## src/rtl/codec_init_seq_pkg.sv

```systemverilog
// codec_init_pkg: shared types and the SSM2603 power-up register table.
//   state_e      - sequencer state encoding
//   entry_t      - one init write: {reg_addr[6:0], data[8:0]}
//   INIT_TABLE   - 16-slot table; slots 0..10 hold the SSM2603 bring-up
//                  writes in issue order, unused slots are zero
//   entry_byte0/1 - split an entry into the two I2C payload bytes
// The table holds eleven writes (R15 .. R9). The default NUM_REGS of 10
// stops after R8. Build with NUM_REGS=11 to also issue the R9 "active" write.
package codec_init_pkg;

  typedef enum logic [2:0] {
    ST_DELAY = 3'd0,
    ST_ISSUE = 3'd1,
    ST_WAIT  = 3'd2,
    ST_NEXT  = 3'd3,
    ST_DONE  = 3'd4,
    ST_FAIL  = 3'd5
  } state_e;

  typedef struct packed {
    logic [6:0] reg_addr;
    logic [8:0] data;
  } entry_t;

  localparam int TABLE_SLOTS = 16;

  localparam entry_t INIT_TABLE [0:TABLE_SLOTS-1] = '{
    '{reg_addr: 7'd15, data: 9'h000},  // software reset
    '{reg_addr: 7'd6,  data: 9'h030},  // power management
    '{reg_addr: 7'd0,  data: 9'h017},  // left line-in
    '{reg_addr: 7'd1,  data: 9'h017},  // right line-in
    '{reg_addr: 7'd2,  data: 9'h079},  // left headphone
    '{reg_addr: 7'd3,  data: 9'h079},  // right headphone
    '{reg_addr: 7'd4,  data: 9'h012},  // analog audio path
    '{reg_addr: 7'd5,  data: 9'h000},  // digital audio path
    '{reg_addr: 7'd7,  data: 9'h00A},  // I2S, 24-bit
    '{reg_addr: 7'd8,  data: 9'h000},  // sampling rate
    '{reg_addr: 7'd9,  data: 9'h001},  // activate digital core
    '{reg_addr: 7'd0,  data: 9'h000},
    '{reg_addr: 7'd0,  data: 9'h000},
    '{reg_addr: 7'd0,  data: 9'h000},
    '{reg_addr: 7'd0,  data: 9'h000},
    '{reg_addr: 7'd0,  data: 9'h000}
  };

  // First payload byte: register address followed by data bit 8.
  function automatic logic [7:0] entry_byte0(input entry_t e);
    return {e.reg_addr, e.data[8]};
  endfunction

  // Second payload byte: low eight data bits.
  function automatic logic [7:0] entry_byte1(input entry_t e);
    return e.data[7:0];
  endfunction

endpackage

```

## src/rtl/codec_init_seq_if.sv

```systemverilog
// codec_init_seq_if: write-request handshake between the init sequencer and
// an I2C master engine.
//   txn_valid/txn_ready - request handshake (sequencer -> engine)
//   txn_dev             - 7-bit device address
//   txn_byte0/txn_byte1 - payload bytes
//   txn_done/txn_nack   - completion pulse and NACK flag (engine -> sequencer)
// Modport master: the request issuer (sequencer). Modport slave: the engine.
interface codec_init_seq_if;
  logic       txn_valid;
  logic       txn_ready;
  logic [6:0] txn_dev;
  logic [7:0] txn_byte0;
  logic [7:0] txn_byte1;
  logic       txn_done;
  logic       txn_nack;

  modport master (
    output txn_valid, txn_dev, txn_byte0, txn_byte1,
    input  txn_ready, txn_done, txn_nack
  );

  modport slave (
    input  txn_valid, txn_dev, txn_byte0, txn_byte1,
    output txn_ready, txn_done, txn_nack
  );
endinterface

```

## src/rtl/codec_init_seq_rom.sv

```systemverilog
// codec_init_rom: combinational index -> init entry lookup.
//   NUM_REGS - number of live entries. Indices at or above it read as zero.
//   index    - 4-bit table index
//   entry    - {reg_addr, data} of that slot
module codec_init_rom
  import codec_init_pkg::*;
#(
  parameter int NUM_REGS = 10
) (
  input  logic [3:0] index,
  output entry_t     entry
);

  // Table lookup; out-of-range slots return an all-zero entry.
  always_comb begin
    entry = '0;
    if (int'(index) < NUM_REGS) begin
      entry = INIT_TABLE[index];
    end else begin
      entry = '0;
    end
  end

endmodule

```

## src/rtl/codec_init_seq.sv

```systemverilog
// codec_init_seq: power-up register initialisation sequencer for an audio
// codec on I2C. Waits PWR_DELAY cycles after reset, then writes each init
// table entry through the request interface. Ends in DONE, or in FAIL on a
// NACK.
// Ports:
//   clk, reset  - clock, synchronous active-high reset
//   start       - re-run request, honoured only in DONE or FAIL
//   bus         - codec_init_seq_if.master request/completion handshake
//   busy        - high in every state except DONE and FAIL
//   init_done   - high while in DONE
//   init_fail   - high while in FAIL
//   fail_index  - table index of the entry that failed
// Optional build macro: CODEC_INIT_RETRY_EN. When it is defined, a NACKed
// entry is retried up to three times before FAIL.
module codec_init_seq
  import codec_init_pkg::*;
#(
  parameter logic [6:0]  DEV_ADDR  = 7'h1A,
  parameter logic [31:0] PWR_DELAY = 32'd1_000_000,
  parameter int          NUM_REGS  = 10
) (
  input  logic                   clk,
  input  logic                   reset,
  input  logic                   start,
  codec_init_seq_if.master       bus,
  output logic                   busy,
  output logic                   init_done,
  output logic                   init_fail,
  output logic [3:0]             fail_index
);

  localparam logic [2:0] S_DELAY = 3'(ST_DELAY);
  localparam logic [2:0] S_ISSUE = 3'(ST_ISSUE);
  localparam logic [2:0] S_WAIT  = 3'(ST_WAIT);
  localparam logic [2:0] S_NEXT  = 3'(ST_NEXT);
  localparam logic [2:0] S_DONE  = 3'(ST_DONE);
  localparam logic [2:0] S_FAIL  = 3'(ST_FAIL);

  localparam logic [3:0] LAST_IDX = 4'(NUM_REGS - 1);

  logic [2:0]  state_r;
  logic [2:0]  state_s;
  logic [3:0]  idx_r;
  logic [3:0]  idx_s;
  logic [31:0] delay_cnt_r;
  logic        restart_s;
  logic        fail_enter_s;
  entry_t      entry_s;

`ifdef CODEC_INIT_RETRY_EN
  logic [1:0]  retry_r;
  logic [1:0]  retry_s;
`endif

  // Entry for the index the sequencer will hold after this edge. Outputs
  // are loaded from it so the payload is ready when txn_valid rises.
  codec_init_rom #(
    .NUM_REGS (NUM_REGS)
  ) u_rom (
    .index (idx_s),
    .entry (entry_s)
  );

  // Next-state, next-index and retry-count decode.
  always_comb begin
    state_s = state_r;
    idx_s   = idx_r;
`ifdef CODEC_INIT_RETRY_EN
    retry_s = retry_r;
`endif
    case (state_r)
      S_DELAY: begin
        // Counter starts at 0 on the first post-reset cycle; leaving when it
        // reads PWR_DELAY puts the first txn_valid PWR_DELAY+1 edges out.
        if (delay_cnt_r == PWR_DELAY) begin
          state_s = S_ISSUE;
        end else begin
          state_s = S_DELAY;
        end
      end
      S_ISSUE: begin
        if (bus.txn_valid && bus.txn_ready) begin
          state_s = S_WAIT;
        end else begin
          state_s = S_ISSUE;
        end
      end
      S_WAIT: begin
        if (bus.txn_done && !bus.txn_nack) begin
          state_s = S_NEXT;
        end else if (bus.txn_done) begin
`ifdef CODEC_INIT_RETRY_EN
          if (retry_r == 2'd3) begin
            state_s = S_FAIL;
          end else begin
            retry_s = retry_r + 2'd1;
            state_s = S_ISSUE;
          end
`else
          state_s = S_FAIL;
`endif
        end else begin
          state_s = S_WAIT;
        end
      end
      S_NEXT: begin
`ifdef CODEC_INIT_RETRY_EN
        retry_s = 2'd0;
`endif
        // Index saturates at the last entry; it never wraps.
        if (idx_r == LAST_IDX) begin
          state_s = S_DONE;
        end else begin
          idx_s   = idx_r + 4'd1;
          state_s = S_ISSUE;
        end
      end
      S_DONE, S_FAIL: begin
        if (start) begin
          idx_s   = 4'd0;
`ifdef CODEC_INIT_RETRY_EN
          retry_s = 2'd0;
`endif
          state_s = S_ISSUE;
        end else begin
          state_s = state_r;
        end
      end
      default: begin
        state_s = S_DELAY;
        idx_s   = 4'd0;
      end
    endcase
  end

  assign restart_s    = ((state_r == S_DONE) || (state_r == S_FAIL)) && start;
  assign fail_enter_s = (state_s == S_FAIL) && (state_r != S_FAIL);

  // State, index and power-up delay counter registers.
  always_ff @(posedge clk) begin
    if (reset) begin
      state_r     <= S_DELAY;
      idx_r       <= 4'd0;
      delay_cnt_r <= 32'd0;
    end else begin
      state_r <= state_s;
      idx_r   <= idx_s;
      if ((state_r == S_DELAY) && (state_s == S_DELAY)) begin
        delay_cnt_r <= delay_cnt_r + 32'd1;
      end else begin
        delay_cnt_r <= 32'd0;
      end
    end
  end

`ifdef CODEC_INIT_RETRY_EN
  // Per-entry NACK retry counter.
  always_ff @(posedge clk) begin
    if (reset) begin
      retry_r <= 2'd0;
    end else begin
      retry_r <= retry_s;
    end
  end
`endif

  // Registered request outputs, loaded from the next state so txn_valid
  // tracks ISSUE exactly and the payload stays frozen while stalled.
  always_ff @(posedge clk) begin
    if (reset) begin
      bus.txn_valid <= 1'b0;
      bus.txn_dev   <= 7'd0;
      bus.txn_byte0 <= 8'd0;
      bus.txn_byte1 <= 8'd0;
    end else begin
      bus.txn_valid <= (state_s == S_ISSUE);
      if (state_s == S_ISSUE) begin
        bus.txn_dev   <= DEV_ADDR;
        bus.txn_byte0 <= entry_byte0(entry_s);
        bus.txn_byte1 <= entry_byte1(entry_s);
      end else begin
        bus.txn_dev   <= bus.txn_dev;
        bus.txn_byte0 <= bus.txn_byte0;
        bus.txn_byte1 <= bus.txn_byte1;
      end
    end
  end

  // Registered status outputs.
  always_ff @(posedge clk) begin
    if (reset) begin
      busy       <= 1'b0;
      init_done  <= 1'b0;
      init_fail  <= 1'b0;
      fail_index <= 4'd0;
    end else begin
      busy      <= (state_s != S_DONE) && (state_s != S_FAIL);
      init_done <= (state_s == S_DONE);
      init_fail <= (state_s == S_FAIL);
      if (fail_enter_s) begin
        fail_index <= idx_r;
      end else if (restart_s) begin
        fail_index <= 4'd0;
      end else begin
        fail_index <= fail_index;
      end
    end
  end

endmodule
```

## src/flat_wrapper.sv

```systemverilog
// flat-port wrapper written by rule: the top's interface ports become plain ports
module codec_init_seq_flat import codec_init_pkg::*;
#(
  parameter logic [6:0]  DEV_ADDR  = 7'h1A,
  parameter logic [31:0] PWR_DELAY = 32'd1_000_000,
  parameter int          NUM_REGS  = 10
)
  (clk, reset, start, busy, init_done, init_fail, fail_index, bus_txn_valid, bus_txn_dev, bus_txn_byte0, bus_txn_byte1, bus_txn_ready, bus_txn_done, bus_txn_nack);
  codec_init_seq_if bus_i ();
  input  logic clk;
  input  logic reset;
  input  logic start;
  output logic busy;
  output logic init_done;
  output logic init_fail;
  output logic [3:0] fail_index;
  output wire logic [$bits(bus_i.txn_valid)-1:0] bus_txn_valid;
  output wire logic [$bits(bus_i.txn_dev)-1:0] bus_txn_dev;
  output wire logic [$bits(bus_i.txn_byte0)-1:0] bus_txn_byte0;
  output wire logic [$bits(bus_i.txn_byte1)-1:0] bus_txn_byte1;
  input wire logic [$bits(bus_i.txn_ready)-1:0] bus_txn_ready;
  input wire logic [$bits(bus_i.txn_done)-1:0] bus_txn_done;
  input wire logic [$bits(bus_i.txn_nack)-1:0] bus_txn_nack;
  assign bus_txn_valid = bus_i.txn_valid;
  assign bus_txn_dev = bus_i.txn_dev;
  assign bus_txn_byte0 = bus_i.txn_byte0;
  assign bus_txn_byte1 = bus_i.txn_byte1;
  assign bus_i.txn_ready = bus_txn_ready;
  assign bus_i.txn_done = bus_txn_done;
  assign bus_i.txn_nack = bus_txn_nack;
  codec_init_seq #(.DEV_ADDR(DEV_ADDR), .PWR_DELAY(PWR_DELAY), .NUM_REGS(NUM_REGS)) u_core (.clk(clk), .reset(reset), .start(start), .bus(bus_i), .busy(busy), .init_done(init_done), .init_fail(init_fail), .fail_index(fail_index));
endmodule
```

## config.mk

```make
export PLATFORM = sky130hd
export DESIGN_NAME = codec_init_seq_flat
export DESIGN_NICKNAME = d
export VERILOG_FILES = /design/src/rtl/codec_init_seq_pkg.sv /design/src/rtl/codec_init_seq_if.sv /design/src/rtl/codec_init_seq_rom.sv /design/src/rtl/codec_init_seq.sv /design/src/flat_wrapper.sv
export SDC_FILE = /design/constraint.sdc
export NUM_CORES = 1
export LEC_CHECK = 0
export BUFFER_PORTS_ARGS = -buffer_cell sky130_fd_sc_hd__buf_4
export CELL_PAD_IN_SITES_DETAIL_PLACEMENT = 0
export CELL_PAD_IN_SITES_GLOBAL_PLACEMENT = 2
export CORE_UTILIZATION = 38
export CTS_BUF_LIST = sky130_fd_sc_hd__clkbuf_4 sky130_fd_sc_hd__clkbuf_8 sky130_fd_sc_hd__clkbuf_16
export CTS_CLUSTER_SIZE = 30
export DETAILED_ROUTE_END_ITERATION = 8
export GPL_TIMING_DRIVEN = 0
export PLACE_DENSITY = 0.95
export SLEW_MARGIN = 15
export SYNTH_ARGS = -nofsm -noshare
export SYNTH_HDL_FRONTEND = slang
export SYNTH_SLANG_ARGS = --single-unit
```

## constraint.sdc

```tcl
create_clock -name clk -period 6.13 [get_ports clk]
set_input_delay 1.226 -clock clk [delete_from_list [all_inputs] [get_ports clk]]
set_output_delay 1.226 -clock clk [all_outputs]
set_load 0.01 [all_outputs]
```

==> flow_summary_export.csv, run 1 <==
group,metric,value,unit
clock_tree,tritoncts,"yes",
routing,initialDrtViolationCount,63,
clock_tree,ctsHoldBuffers,0,
timing,layout_worst_path_cycle_share,44.5,%
power,static-leakage-power,1.48,nW
timing,worst_clock_skew,0.0135,ns
setup_path,worstPathArrival,2.95,ns
clock_tree,clk_transition_reported_paths,0.07,ns
setup_path,maximum_fanout_encountered_on_the_critical_timing_path,6,
timing,setup_total_negative_slack,0,ns
run_status,status,"complete, no violations",
synthesis,syn_std_cell_area,0.00302,mm2
routing,wire_per_inst,12.9,um
floorplan,initial_core_utilization,39.1,%
placement,pre_cts_slack,3.07,ns
global_routing,grtUsageTotal,16.9,%
floorplan,floorplan.io_pins,37,
routing,number_of_vias_after_detailed_routing,2489,
setup_path,timing.critical_path.cells,"buf_4 -> nor2_2 -> a22oi_1 -> and2_1 -> clkbuf_2 -> ha_1 -> or2_2 -> a31oi_1 -> o41ai_1",
setup_path,crit_type,"input port to flip-flop",
timing,final-hold-violation-count,0,
placement,buffer_ports.inserted,26,
timing,finalWorstSetupSlack,3.40,ns
cells_and_area,layout-drive-gt1-share,20.2,%
synthesis,syn_area_per_cell,8.61,um2
routing,drt_pre_antenna_iters,4,
placement,hpwl,4.52,mm
placement,gp_congestion,0.799,
timing,slew_at_the_pin_closest_to_its_max_slew_limit,0.589,ns
floorplan,die_height,91.2,um
routing,viasPerCell,4.95,
setup_path,timing.critical_path.max_delay_family,"simple AND/OR/NAND/NOR gates",
job,max-cap-violations,0,
global_routing,first_global_vias,2298,
routing,drc_errors,0,
min_path,timing.hold.worst.class,"flip-flop to flip-flop",
floorplan,placement_rows,32,
routing,ant_nets,0,
setup_path,critical_path.startpoint_type,"input port",
routing,drt-total-wl,6.47,mm
power,power_density,215,mW/mm2
timing,slew_viol_final,0,
setup_path,end_kind,"flip-flop",
setup_path,critPathBufInv,2,
setup_path,cp-startpoint,"start",
synthesis,synthDominantAreaCellType,"sky130_fd_sc_hd__dfxtp_1",
timing,report.final.setup_viol,0,
setup_path,critical_path_cell_count,9,
timing,slew-limit-headroom,60.4,%
placement,placed_cells_incl_taps,487,
floorplan,area_enclosed_by_the_die_boundary,0.00831,mm2
synthesis,netlist-cell-type-count,52,
setup_path,slowest_stage,"sky130_fd_sc_hd__or2_2",
min_path,hp-start,"u_core.delay_cnt_r[0]",
synthesis,ys_seq_elements,59,
clock_tree,clock_sink_count,59,
clock_tree,post_cts_resize_count,0,
floorplan,core_region_area,0.00773,mm2
clock_tree,numCtsBuffers,9,
timing,rsz0062_at_grt,"no",
timing,clock.fmax,366,MHz
setup_path,critPathMaxStageDelay,0.30,ns
synthesis,count_of_flip_flops_with_a_built_in_enable_after_synthesis,0,
synthesis,synthDominantCellAreaShare,39.1,%
cells_and_area,post_layout_nonfiller_instances,503,
setup_path,r2r_start,"u_core.idx_r[0]",
global_routing,first_pass_grt_wire_length,11.2,mm
clock_tree,cts.htree.levels,3,
clock_tree,worst_skew_pair.late_latency,0.34,ns
global_routing,pin_count_of_the_biggest_net_entering_global_routing,11,
global_routing,grt_remaining_overflow,0,
synthesis,synth_ff_type,"sky130_fd_sc_hd__dfxtp_1",
synthesis,ys_seq_area_share,39.1,%
timing,finalCriticalPeriod,2.73,ns
cells_and_area,area.growth.synth_to_final,17.8,%
clock_tree,post_cts_buffers,0,
setup_path,reg2reg_depth,9,
setup_path,required_time_reported_for_the_critical_path_endpoint,6.35,ns
synthesis,ys_async_sr_fraction,0,%
floorplan,chipWidth,91.2,um
power,vdd.ir_drop.worst,0.112,mV
timing,hold_slack,0.452,ns
cells_and_area,nets,411,
setup_path,critical_path.endpoint,"u_core.bus.txn_byte0[1]",
synthesis,largest_cells_by_area_after_synthesis,"sky130_fd_sc_hd__dfxtp_1, sky130_fd_sc_hd__xor2_1, sky130_fd_sc_hd__nor2_1",
setup_path,r2r_slack,3.71,ns
clock_tree,clock_tree.root_cell,"sky130_fd_sc_hd__clkbuf_8",
cells_and_area,insertedDiodeCount,0,
synthesis,yosys_warnings,0,
global_routing,antenna_found_initial,0,
clock_tree,clock_path_buffers,2,
synthesis,postSynthCellCount,351,
setup_path,regToRegEndpoint,"u_core.bus.txn_byte0[1]",
==> cells in the final DEF, fill, tap and decap left out, drive strengths merged, types with 2 or more instances in the layout <==
| master | synthesis | final |
|---|---|---|
| or2 | 2 | 2 |
| nand3b | 3 | 3 |
| a31oi | 2 | 2 |
| nor2b | 5 | 5 |
| inv | 11 | 11 |
| nor4 | 6 | 6 |
| nor4bb | 2 | 2 |
| o31a | 2 | 2 |
| nor3 | 10 | 10 |
| and3 | 7 | 7 |
| nor2 | 61 | 61 |
| conb | 1 | 9 |
| nand3 | 11 | 11 |
| nand4 | 12 | 12 |
| xor2 | 25 | 25 |
| a211oi | 5 | 5 |
| dfxtp | 59 | 59 |
| nor4b | 4 | 4 |
| clkbuf | 4 | 18 |
| mux2i | 5 | 5 |
| xnor2 | 6 | 6 |
| clkinv | 0 | 2 |
| o21ai | 3 | 3 |
| and4 | 4 | 4 |
| a21oi | 12 | 12 |
| buf | 23 | 49 |
| nand2 | 31 | 31 |
| o41ai | 2 | 2 |
| a22oi | 6 | 6 |
| ha | 9 | 9 |
| and2 | 5 | 5 |
| a211o | 2 | 2 |
==> flip-flops by register name, summed over array words and instances, names as in the netlist <==
name and flops:
u_core.fail_index 4, u_core.init_fail 1, u_core.init_done 1, u_core.delay_cnt_r 32, u_core.bus.txn_valid 1, u_core.bus.txn_byte0 4
u_core.busy 1, u_core.bus.txn_dev 1, u_core.state_r 3, u_core.idx_r 4, u_core.bus.txn_byte1 7
==> cells in the mapped netlist, types with 3 or more instances <==
library cell and number:
sky130_fd_sc_hd__inv_1 9, sky130_fd_sc_hd__xor2_1 25, sky130_fd_sc_hd__nand2_1 31, sky130_fd_sc_hd__nand3_1 11
sky130_fd_sc_hd__nor4_1 3, sky130_fd_sc_hd__a22oi_1 6, sky130_fd_sc_hd__a21oi_1 12, sky130_fd_sc_hd__a211oi_1 3
sky130_fd_sc_hd__buf_6 5, sky130_fd_sc_hd__nor2b_1 5, sky130_fd_sc_hd__nand4_1 12, sky130_fd_sc_hd__mux2i_1 5
sky130_fd_sc_hd__buf_2 5, sky130_fd_sc_hd__clkbuf_1 3, sky130_fd_sc_hd__xnor2_1 6, sky130_fd_sc_hd__nor3_1 10
sky130_fd_sc_hd__ha_1 9, sky130_fd_sc_hd__nor4b_1 4, sky130_fd_sc_hd__buf_4 13, sky130_fd_sc_hd__and4_1 4
sky130_fd_sc_hd__and2_1 4, sky130_fd_sc_hd__nand3b_1 3, sky130_fd_sc_hd__nor2_1 58, sky130_fd_sc_hd__nor2_2 3
sky130_fd_sc_hd__and3_1 7, sky130_fd_sc_hd__dfxtp_1 59
==> worst min-delay path by stage <==
stage                               to  slack (ns)  cells past startpoint
6_report         u_core.delay_cnt_r[0]        0.45                      1
2_1_floorplan    u_core.delay_cnt_r[0]        0.42                      1
3_3_place_gp     u_core.delay_cnt_r[0]        0.43                      1
3_5_place_dp   u_core.bus.txn_byte1[5]        0.45                      2
4_1_cts        u_core.bus.txn_byte0[4]        0.46                      2
5_1_grt        u_core.bus.txn_byte1[5]        0.48                      2
==> layout make-up <==
| type | instances | area [um2] |
|---|---|---|
| clock buffer | 14 | 174 |
| inverter | 11 | 41.3 |
| fill | 781 | 4170 |
| buffer | 27 | 195 |
| timing repair buffer | 26 | 195 |
| clock inverter | 2 | 10.0 |
| sequential | 59 | 1180 |
| multi-input combinational | 262 | 1630 |
| tap | 102 | 128 |
==> kinds of logic after synthesis <==
group           after synthesis  share of synthesized area (%)
fa+ha+maj                     9                           3.73
flops                        59                           39.1
other cells                   1                          0.124
simple gates                167                           28.6
buf+inv                      38                           7.83
xor+xnor                     31                           8.99
mux                           5                           1.66
compound gates               41                           10.0
==> metrics by stage <==
stage          cell area (um2)  total power [mW]  util, %
2_1_floorplan             3050             0.430        -
3_3_place_gp              3370             0.442     43.7
3_5_place_dp              3370             0.442     43.7
4_1_cts                   3560             0.772     46.0
5_1_grt                   3560             0.799     46.0
6_report                  3560             0.766     46.0
==> metal layers <==
layer / share of wire [%] / GRT usage, %
met5: 0 / 0
met2: 41 / 23.5
met1: 53 / 24.5
met4: 2.2 / 8.73
met3: 3.4 / 3.10
==> report_power, final <==
group / switching, mW / internal [mW] / leakage, nW
clock network: 0.150 / 0.181 / 0.101
logic: 0.0289 / 0.0162 / 0.901
registers: 0.00292 / 0.386 / 0.476
total: 0.182 / 0.584 / 1.48
(Power assumes the default switching activity.)
==> inputs of run 2 (changes only) <==
--- a/config.mk
+++ b/config.mk
@@ -5,15 +5,16 @@
 export SDC_FILE = /design/constraint.sdc
 export NUM_CORES = 1
 export LEC_CHECK = 0
+export ABC_AREA = 1
 export BUFFER_PORTS_ARGS = -buffer_cell sky130_fd_sc_hd__buf_4
 export CELL_PAD_IN_SITES_DETAIL_PLACEMENT = 0
 export CELL_PAD_IN_SITES_GLOBAL_PLACEMENT = 2
-export CORE_UTILIZATION = 38
+export CORE_UTILIZATION = 29
 export CTS_BUF_LIST = sky130_fd_sc_hd__clkbuf_4 sky130_fd_sc_hd__clkbuf_8 sky130_fd_sc_hd__clkbuf_16
 export CTS_CLUSTER_SIZE = 30
 export DETAILED_ROUTE_END_ITERATION = 8
 export GPL_TIMING_DRIVEN = 0
-export PLACE_DENSITY = 0.95
+export PLACE_DENSITY = 0.84
 export SLEW_MARGIN = 15
 export SYNTH_ARGS = -nofsm -noshare
 export SYNTH_HDL_FRONTEND = slang
==> constraint.sdc (replaced) <==
create_clock -name clk -period 2.2 [get_ports clk]
set_input_delay 0.44 -clock clk [delete_from_list [all_inputs] [get_ports clk]]
set_output_delay 0.44 -clock clk [all_outputs]
set_load 0.01 [all_outputs]
==> flow_summary_export.csv, run 2 <==
group,metric,value,unit
floorplan,floorplan.io_pins,37,
synthesis,syn_area_per_cell,7.00,um2
floorplan,area_enclosed_by_the_die_boundary,0.0115,mm2
min_path,min_delay_path_depth,2,
clock_tree,clock_path_buffers,2,
synthesis,netlist-cell-type-count,32,
clock_tree,tritoncts,"yes",
clock_tree,worst_skew_pair.late_latency,0.34,ns
cells_and_area,multi_input_area,0.00176,mm2
floorplan,initial_core_utilization,29.7,%
routing,number_of_vias_after_detailed_routing,2901,
cells_and_area,largest_reg_flops,32,
cells_and_area,layout-drive-gt1-share,22.1,%
global_routing,first_pass_grt_wire_length,13.4,mm
setup_path,maximum_fanout_encountered_on_the_critical_timing_path,6,
synthesis,post-synth-top-count-cell,"sky130_fd_sc_hd__nand2_1",
timing,worst_clock_skew,0.00676,ns
cells_and_area,commonest_non_fill_non_tap_cell_in_the_layout,"sky130_fd_sc_hd__nand2_1",
setup_path,critPathMaxStageDelay,0.35,ns
routing,ant_nets,0,
setup_path,required_time_reported_for_the_critical_path_endpoint,2.41,ns
routing,drt-total-wl,7.81,mm
setup_path,timing.critical_path.cells,"inv_1 -> ha_1 -> nand2_1 -> nor2_4 -> nand2_2 -> nand3_2 -> nand2_1 -> nand2_4 -> inv_2 -> ha_1 -> or2_2 -> nand3_1 -> a21oi_1",
timing,slew_viol_final,0,
clock_tree,numCtsBuffers,9,
floorplan,placement_rows,38,
synthesis,syn_std_cell_area,0.00321,mm2
clock_tree,cts.htree.levels,3,
setup_path,r2r_start,"u_core.idx_r[1]",
job,max-cap-violations,0,
power,power_density,573,mW/mm2
clock_tree,clock_tree.root_cell,"sky130_fd_sc_hd__clkbuf_8",
routing,initialDrtViolationCount,113,
setup_path,slowest_stage,"sky130_fd_sc_hd__dfxtp_2",
routing,wire_per_inst,12.0,um
routing,viasPerCell,4.45,
floorplan,core_region_area,0.0108,mm2
placement,gp_congestion,0.770,
synthesis,ys_async_sr_fraction,0,%
cells_and_area,nets,522,
power,total_power_of_the_final_layout,2.23,mW
synthesis,synthDominantCellAreaShare,36.7,%
routing,drt_pre_antenna_iters,4,
cells_and_area,insertedDiodeCount,0,
routing,drc_errors,0,
cells_and_area,mostFrequentLayoutCells,"sky130_fd_sc_hd__nand2_1, sky130_fd_sc_hd__dfxtp_1, sky130_fd_sc_hd__inv_1, sky130_fd_sc_hd__nor2_1, sky130_fd_sc_hd__buf_4",
placement,buffer_ports.inserted,27,
min_path,endpoint_worst_hold,"u_core.bus.txn_byte1[6]",
placement,dpl_cell_area,0.00362,mm2
power,static-leakage-power,1.62,nW
run_status,status,"complete, no violations",
cells_and_area,area.growth.synth_to_final,21.0,%
synthesis,synthDominantAreaCellType,"sky130_fd_sc_hd__dfxtp_1",
global_routing,first_global_vias,2831,
setup_path,crit_type,"flip-flop to flip-flop",
cells_and_area,regMostFlops,"u_core.delay_cnt_r",
global_routing,grt_remaining_overflow,0,
placement,hpwl,5.88,mm
timing,report.final.setup_viol,0,
synthesis,postSynthCellCount,459,
cells_and_area,post_layout_nonfiller_instances,652,
global_routing,pin_count_of_the_biggest_net_entering_global_routing,11,
timing,rsz0062_at_grt,"no",
cells_and_area,register_area,0.00119,mm2
setup_path,reg2reg_depth,13,
power,vdd.ir_drop.worst,0.332,mV
min_path,hp-start,"reset",
timing,clock.fmax,497,MHz
synthesis,count_of_flip_flops_with_a_built_in_enable_after_synthesis,0,
synthesis,yosys_warnings,0,
cells_and_area,final_std_cell_area_no_fill,0.00389,mm2
timing,setup_total_negative_slack,0,ns
setup_path,regToRegEndpoint,"u_core.bus.txn_byte0[3]",
clock_tree,clk_transition_reported_paths,0.07,ns
global_routing,antenna_found_initial,0,
setup_path,cp-startpoint,"u_core.idx_r[1]",
setup_path,r2r_slack,0.19,ns
min_path,timing.hold.worst.class,"input port to flip-flop",
cells_and_area,layout_fillers,1224,
setup_path,end_kind,"flip-flop",
timing,final-hold-violation-count,0,
setup_path,critical_path.startpoint_type,"flip-flop",
clock_tree,clock_sink_count,59,
floorplan,die_height,107,um
synthesis,synth.cells.most_frequent,"sky130_fd_sc_hd__nand2_1, sky130_fd_sc_hd__dfxtp_1, sky130_fd_sc_hd__nor2_1",
timing,layout_worst_path_cycle_share,91.4,%
synthesis,largest_cells_by_area_after_synthesis,"sky130_fd_sc_hd__dfxtp_1, sky130_fd_sc_hd__nand2_1, sky130_fd_sc_hd__nor2_1",
floorplan,chipWidth,107,um
global_routing,grtUsageTotal,15.1,%
synthesis,synth_ff_type,"sky130_fd_sc_hd__dfxtp_1",
setup_path,worstPathArrival,2.22,ns
synthesis,ys_seq_elements,59,
timing,finalCriticalPeriod,2.01,ns
placement,placed_cells_incl_taps,634,
cells_and_area,largest_registers,"u_core.delay_cnt_r (32), u_core.bus.txn_byte1 (7)",
synthesis,ys_seq_area_share,36.7,%
[run 2: cell types whose count changed after synthesis, sizes merged, moves of 6 or more]
cell   previous run  this run
inv              11        56
buf              23        15
nor3             10        18
and3              7         0
a22oi             6         0
xor2             25         3
nor2             61        67
a21oi            12        31
nand2            31       122
o21ai             3        13
nand3            11        30
[run 2: metal layers]
metal / wire length, um / vias to the layer above / part of all wire (%) / global-route usage [%]
li1: - / 1543 / - / -
met1: 3620 / 1310 / 46 / 17.7
met2: 3810 / 38 / 49 / 25.8
met3: 264 / 10 / 3.4 / 4.36
met4: 123 / 0 / 1.6 / 6.16
met5: 0 / - / 0 / 0
[run 2: how the worst max path moves through the flow]
stage	to	slack [ns]	cells after the start
3_5_place_dp	u_core.bus.txn_byte0[2]	-0.1	12
5_1_grt	u_core.bus.txn_byte0[4]	0.01	13
4_1_cts	u_core.bus.txn_byte0[3]	0.03	12
6_report	u_core.bus.txn_byte0[3]	0.19	13
2_1_floorplan	u_core.bus.txn_byte0[3]	0.18	12
3_3_place_gp	u_core.bus.txn_byte1[1]	-0.08	12
[run 2: timing repair]
item	in CTS	in global routing
endpoints found under the setup margin	4	7
buffers inserted	0	2
pin swaps	0	2
resized for setup	3	10
hold buffers	0	0
gates cloned	0	0
[run 2: area by class of cell]
| cell class | instances | share of cell area, % |
|---|---|---|
| clock buffers | 15 | 4.83 |
| inverters | 56 | 5.41 |
| clock inverters | 1 | 0.772 |
| repair buffers | 29 | 5.60 |
| well taps | 140 | 4.50 |
| plain buffers | 17 | 3.15 |
| multi-input cells | 335 | 45.2 |
| flip-flops and latches | 59 | 30.5 |
[run 2: cell families (layout without fill, tap and decap cells)]
group	count (synthesis)	count (layout)	synth area share (%)
other cells	1	9	0.117
simple gates	261	261	39.2
xor+xnor	8	8	2.18
flops	59	59	36.7
fa+ha+maj	9	9	3.50
buf+inv	73	118	10.4
compound gates	48	48	7.94
[run 2: per-stage QoR]
step / util, % / hold slack [ns] / worst slack, ns
2_1_floorplan: - / 0.440 / 0.178
3_3_place_gp: 33.4 / 0.454 / -0.0838
3_5_place_dp: 33.4 / 0.454 / -0.0958
4_1_cts: 35.4 / 0.265 / 0.0257
5_1_grt: 35.9 / 0.260 / 0.0107
6_report: 35.9 / 0.278 / 0.189
[run 2: report_power, final]
part | leakage, nW | internal (mW) | total, mW | switching [mW]
sequential | 0.477 | 1.07 | 1.08 | 0.00501
clock | 0.114 | 0.655 | 1.08 | 0.424
combinational | 1.03 | 0.0288 | 0.0729 | 0.0441
[run 2: worst max-delay path, delay by kind of cell (launching register included)]
kind            cells  cell delay, ns
buf+inv             2            0.12
fa+ha+maj           2            0.41
flops               1            0.35
simple gates        8            0.94
compound gates      1            0.06
==> inputs of run 3 (changes only) <==
--- a/config.mk
+++ b/config.mk
@@ -7,14 +7,12 @@
 export LEC_CHECK = 0
 export ABC_AREA = 1
 export BUFFER_PORTS_ARGS = -buffer_cell sky130_fd_sc_hd__buf_4
-export CELL_PAD_IN_SITES_DETAIL_PLACEMENT = 0
-export CELL_PAD_IN_SITES_GLOBAL_PLACEMENT = 2
-export CORE_UTILIZATION = 29
+export CORE_UTILIZATION = 50
 export CTS_BUF_LIST = sky130_fd_sc_hd__clkbuf_4 sky130_fd_sc_hd__clkbuf_8 sky130_fd_sc_hd__clkbuf_16
 export CTS_CLUSTER_SIZE = 30
 export DETAILED_ROUTE_END_ITERATION = 8
 export GPL_TIMING_DRIVEN = 0
-export PLACE_DENSITY = 0.84
+export PLACE_DENSITY = 0.83
 export SLEW_MARGIN = 15
 export SYNTH_ARGS = -nofsm -noshare
 export SYNTH_HDL_FRONTEND = slang
==> flow_summary_export.csv, run 3 (synthesized netlist as in run 2, its figures left out) <==
group,metric,value,unit
floorplan,die_height,82.2,um
floorplan,placement_rows,28,
floorplan,area_enclosed_by_the_die_boundary,0.00675,mm2
cells_and_area,nets,520,
cells_and_area,layout_fillers,533,
global_routing,grt_remaining_overflow,0,
timing,slew_viol_final,0,
placement,buffer_ports.inserted,27,
cells_and_area,layout-drive-gt1-share,22.0,%
timing,finalCriticalPeriod,2.09,ns
min_path,hp-start,"reset",
cells_and_area,largest_registers,"u_core.delay_cnt_r (32), u_core.bus.txn_byte1 (7)",
timing,setup_total_negative_slack,0,ns
power,power.share.sequential,51.8,%
clock_tree,clock_path_buffers,2,
timing,worst_clock_skew,0.0107,ns
timing,layout_worst_path_cycle_share,94.9,%
cells_and_area,insertedDiodeCount,0,
power,total_power_of_the_final_layout,2.08,mW
placement,hpwl,5.22,mm
routing,wire_per_inst,12.3,um
clock_tree,cts.htree.levels,3,
routing,number_of_vias_after_detailed_routing,2989,
power,share_comb_of_total_power,3.5,%
global_routing,first_global_vias,2638,
cells_and_area,commonest_non_fill_non_tap_cell_in_the_layout,"sky130_fd_sc_hd__nand2_1",
global_routing,antenna_found_initial,0,
clock_tree,worst_skew_pair.late_latency,0.35,ns
timing,report.final.setup_viol,0,
routing,viasPerCell,5.11,
setup_path,reg2reg_depth,12,
placement,gp_congestion,0.917,
setup_path,r2r_start,"u_core.idx_r[1]",
job,max-cap-violations,0,
routing,initialDrtViolationCount,190,
floorplan,floorplan.io_pins,37,
timing,hold_slack,0.273,ns
power,vdd.ir_drop.worst,0.455,mV
setup_path,crit_type,"flip-flop to flip-flop",
routing,drt-total-wl,7.19,mm
setup_path,end_kind,"flip-flop",
clock_tree,post_cts_buffers,0,
cells_and_area,mostFrequentLayoutCells,"sky130_fd_sc_hd__nand2_1, sky130_fd_sc_hd__dfxtp_1, sky130_fd_sc_hd__inv_1, sky130_fd_sc_hd__nor2_1, sky130_fd_sc_hd__buf_4",
cells_and_area,core_utilization_of_the_finished_layout,62.2,%
timing,clock.fmax,479,MHz
floorplan,initial_core_utilization,53.0,%
clock_tree,ctsHoldBuffers,0,
routing,drt_pre_antenna_iters,5,
setup_path,cp-startpoint,"u_core.idx_r[1]",
clock_tree,clk_transition_reported_paths,0.07,ns
run_status,status,"complete, no violations",
clock_tree,tritoncts,"yes",
min_path,min_delay_path_depth,2,
routing,ant_nets,0,
clock_tree,clock_sink_count,59,
min_path,timing.hold.worst.class,"input port to flip-flop",
power,power_density,552,mW/mm2
power,swShare,24.0,%
floorplan,chipWidth,82.2,um
floorplan,core_region_area,0.00606,mm2
setup_path,critical_path.startpoint_type,"flip-flop",
clock_tree,numCtsBuffers,9,
setup_path,maximum_fanout_encountered_on_the_critical_timing_path,6,
timing,final-hold-violation-count,0,
cells_and_area,area.growth.synth_to_final,17.2,%
setup_path,required_time_reported_for_the_critical_path_endpoint,2.43,ns
cells_and_area,largest_reg_flops,32,
global_routing,grtUsageTotal,23.1,%
clock_tree,clock_tree.root_cell,"sky130_fd_sc_hd__clkbuf_8",
setup_path,worstPathArrival,2.31,ns
global_routing,first_pass_grt_wire_length,11.8,mm
placement,dpl_cell_area,0.00354,mm2
cells_and_area,regMostFlops,"u_core.delay_cnt_r",
power,share_clk_of_total_power,44.7,%
setup_path,r2r_slack,0.11,ns
cells_and_area,final_std_cell_area_no_fill,0.00377,mm2
global_routing,pin_count_of_the_biggest_net_entering_global_routing,11,
routing,drc_errors,0,
power,static-leakage-power,1.59,nW
power,switching_power,0.499,mW
power,internal-power,1.58,mW
==> run 3: what timing repair did <==
item	CTS	global route
pin swaps	0	1
gates resized for setup	3	12
endpoints found under the hold margin	0	0
endpoints found under the setup margin	4	6
==> run 3: per-stage QoR <==
| stage | cells | setup WS [ns] |
|---|---|---|
| floorplan | 467 | 0.178 |
| global placement | 569 | -0.0232 |
| detailed placement | 569 | -0.0701 |
| CTS | 585 | 0.00165 |
| global route | 585 | -0.0178 |
| finish | 585 | 0.113 |
==> run 3: path summary, 6_finish.rpt <==
check | endpoint
min reg2reg | u_core.bus.txn_byte0[3]
max reg2reg | u_core.bus.txn_byte0[3]
min | u_core.bus.txn_byte1[6]
max | u_core.bus.txn_byte0[3]
==> run 3: cell type report <==
class | instances | area, um2 | area share [%]
Timing Repair Buffer | 27 | 203 | 5.38
Tap cell | 75 | 93.8 | 2.49
Inverter | 56 | 210 | 5.58
Multi-Input combinational cell | 335 | 1770 | 46.9
Sequential cell | 59 | 1190 | 31.5
Buffer | 17 | 123 | 3.25
Clock buffer | 12 | 159 | 4.22
Clock inverter | 4 | 25.0 | 0.664
==> run 3: power groups by stage <==
stage                     Sequential, mW  Clock [mW]  Combinational [mW]
final                               1.08       0.930              0.0717
after global routing                1.08       0.987              0.0808
after CTS                           1.08       0.937              0.0724
after detailed placement            1.10           0              0.0719
after global placement              1.10           0              0.0707
after floorplan                     1.10           0              0.0492
==> run 3: worst max-delay path, stage by stage (launching register included) <==
cell                      delay (ns)
sky130_fd_sc_hd__dfxtp_2        0.37
sky130_fd_sc_hd__inv_1          0.06
sky130_fd_sc_hd__ha_1           0.17
sky130_fd_sc_hd__nand2_1        0.11
sky130_fd_sc_hd__nor2_4         0.06
sky130_fd_sc_hd__nor2_2         0.14
sky130_fd_sc_hd__nand2_1        0.12
sky130_fd_sc_hd__nand2_4        0.13
sky130_fd_sc_hd__inv_2          0.07
sky130_fd_sc_hd__ha_1           0.31
sky130_fd_sc_hd__or2_2          0.31
sky130_fd_sc_hd__nand3_1        0.08
sky130_fd_sc_hd__a21oi_1        0.05
==> run 3: metal layers <==
| metal | GRT usage, % | share of wire, % | wire length (um) |
|---|---|---|---|
| met1 | 28.6 | 45 | 3250 |
| met2 | 37.7 | 48 | 3450 |
| met3 | 5.27 | 4.7 | 340 |
| met4 | 11.4 | 2.2 | 159 |
| met5 | 0 | 0 | 0 |
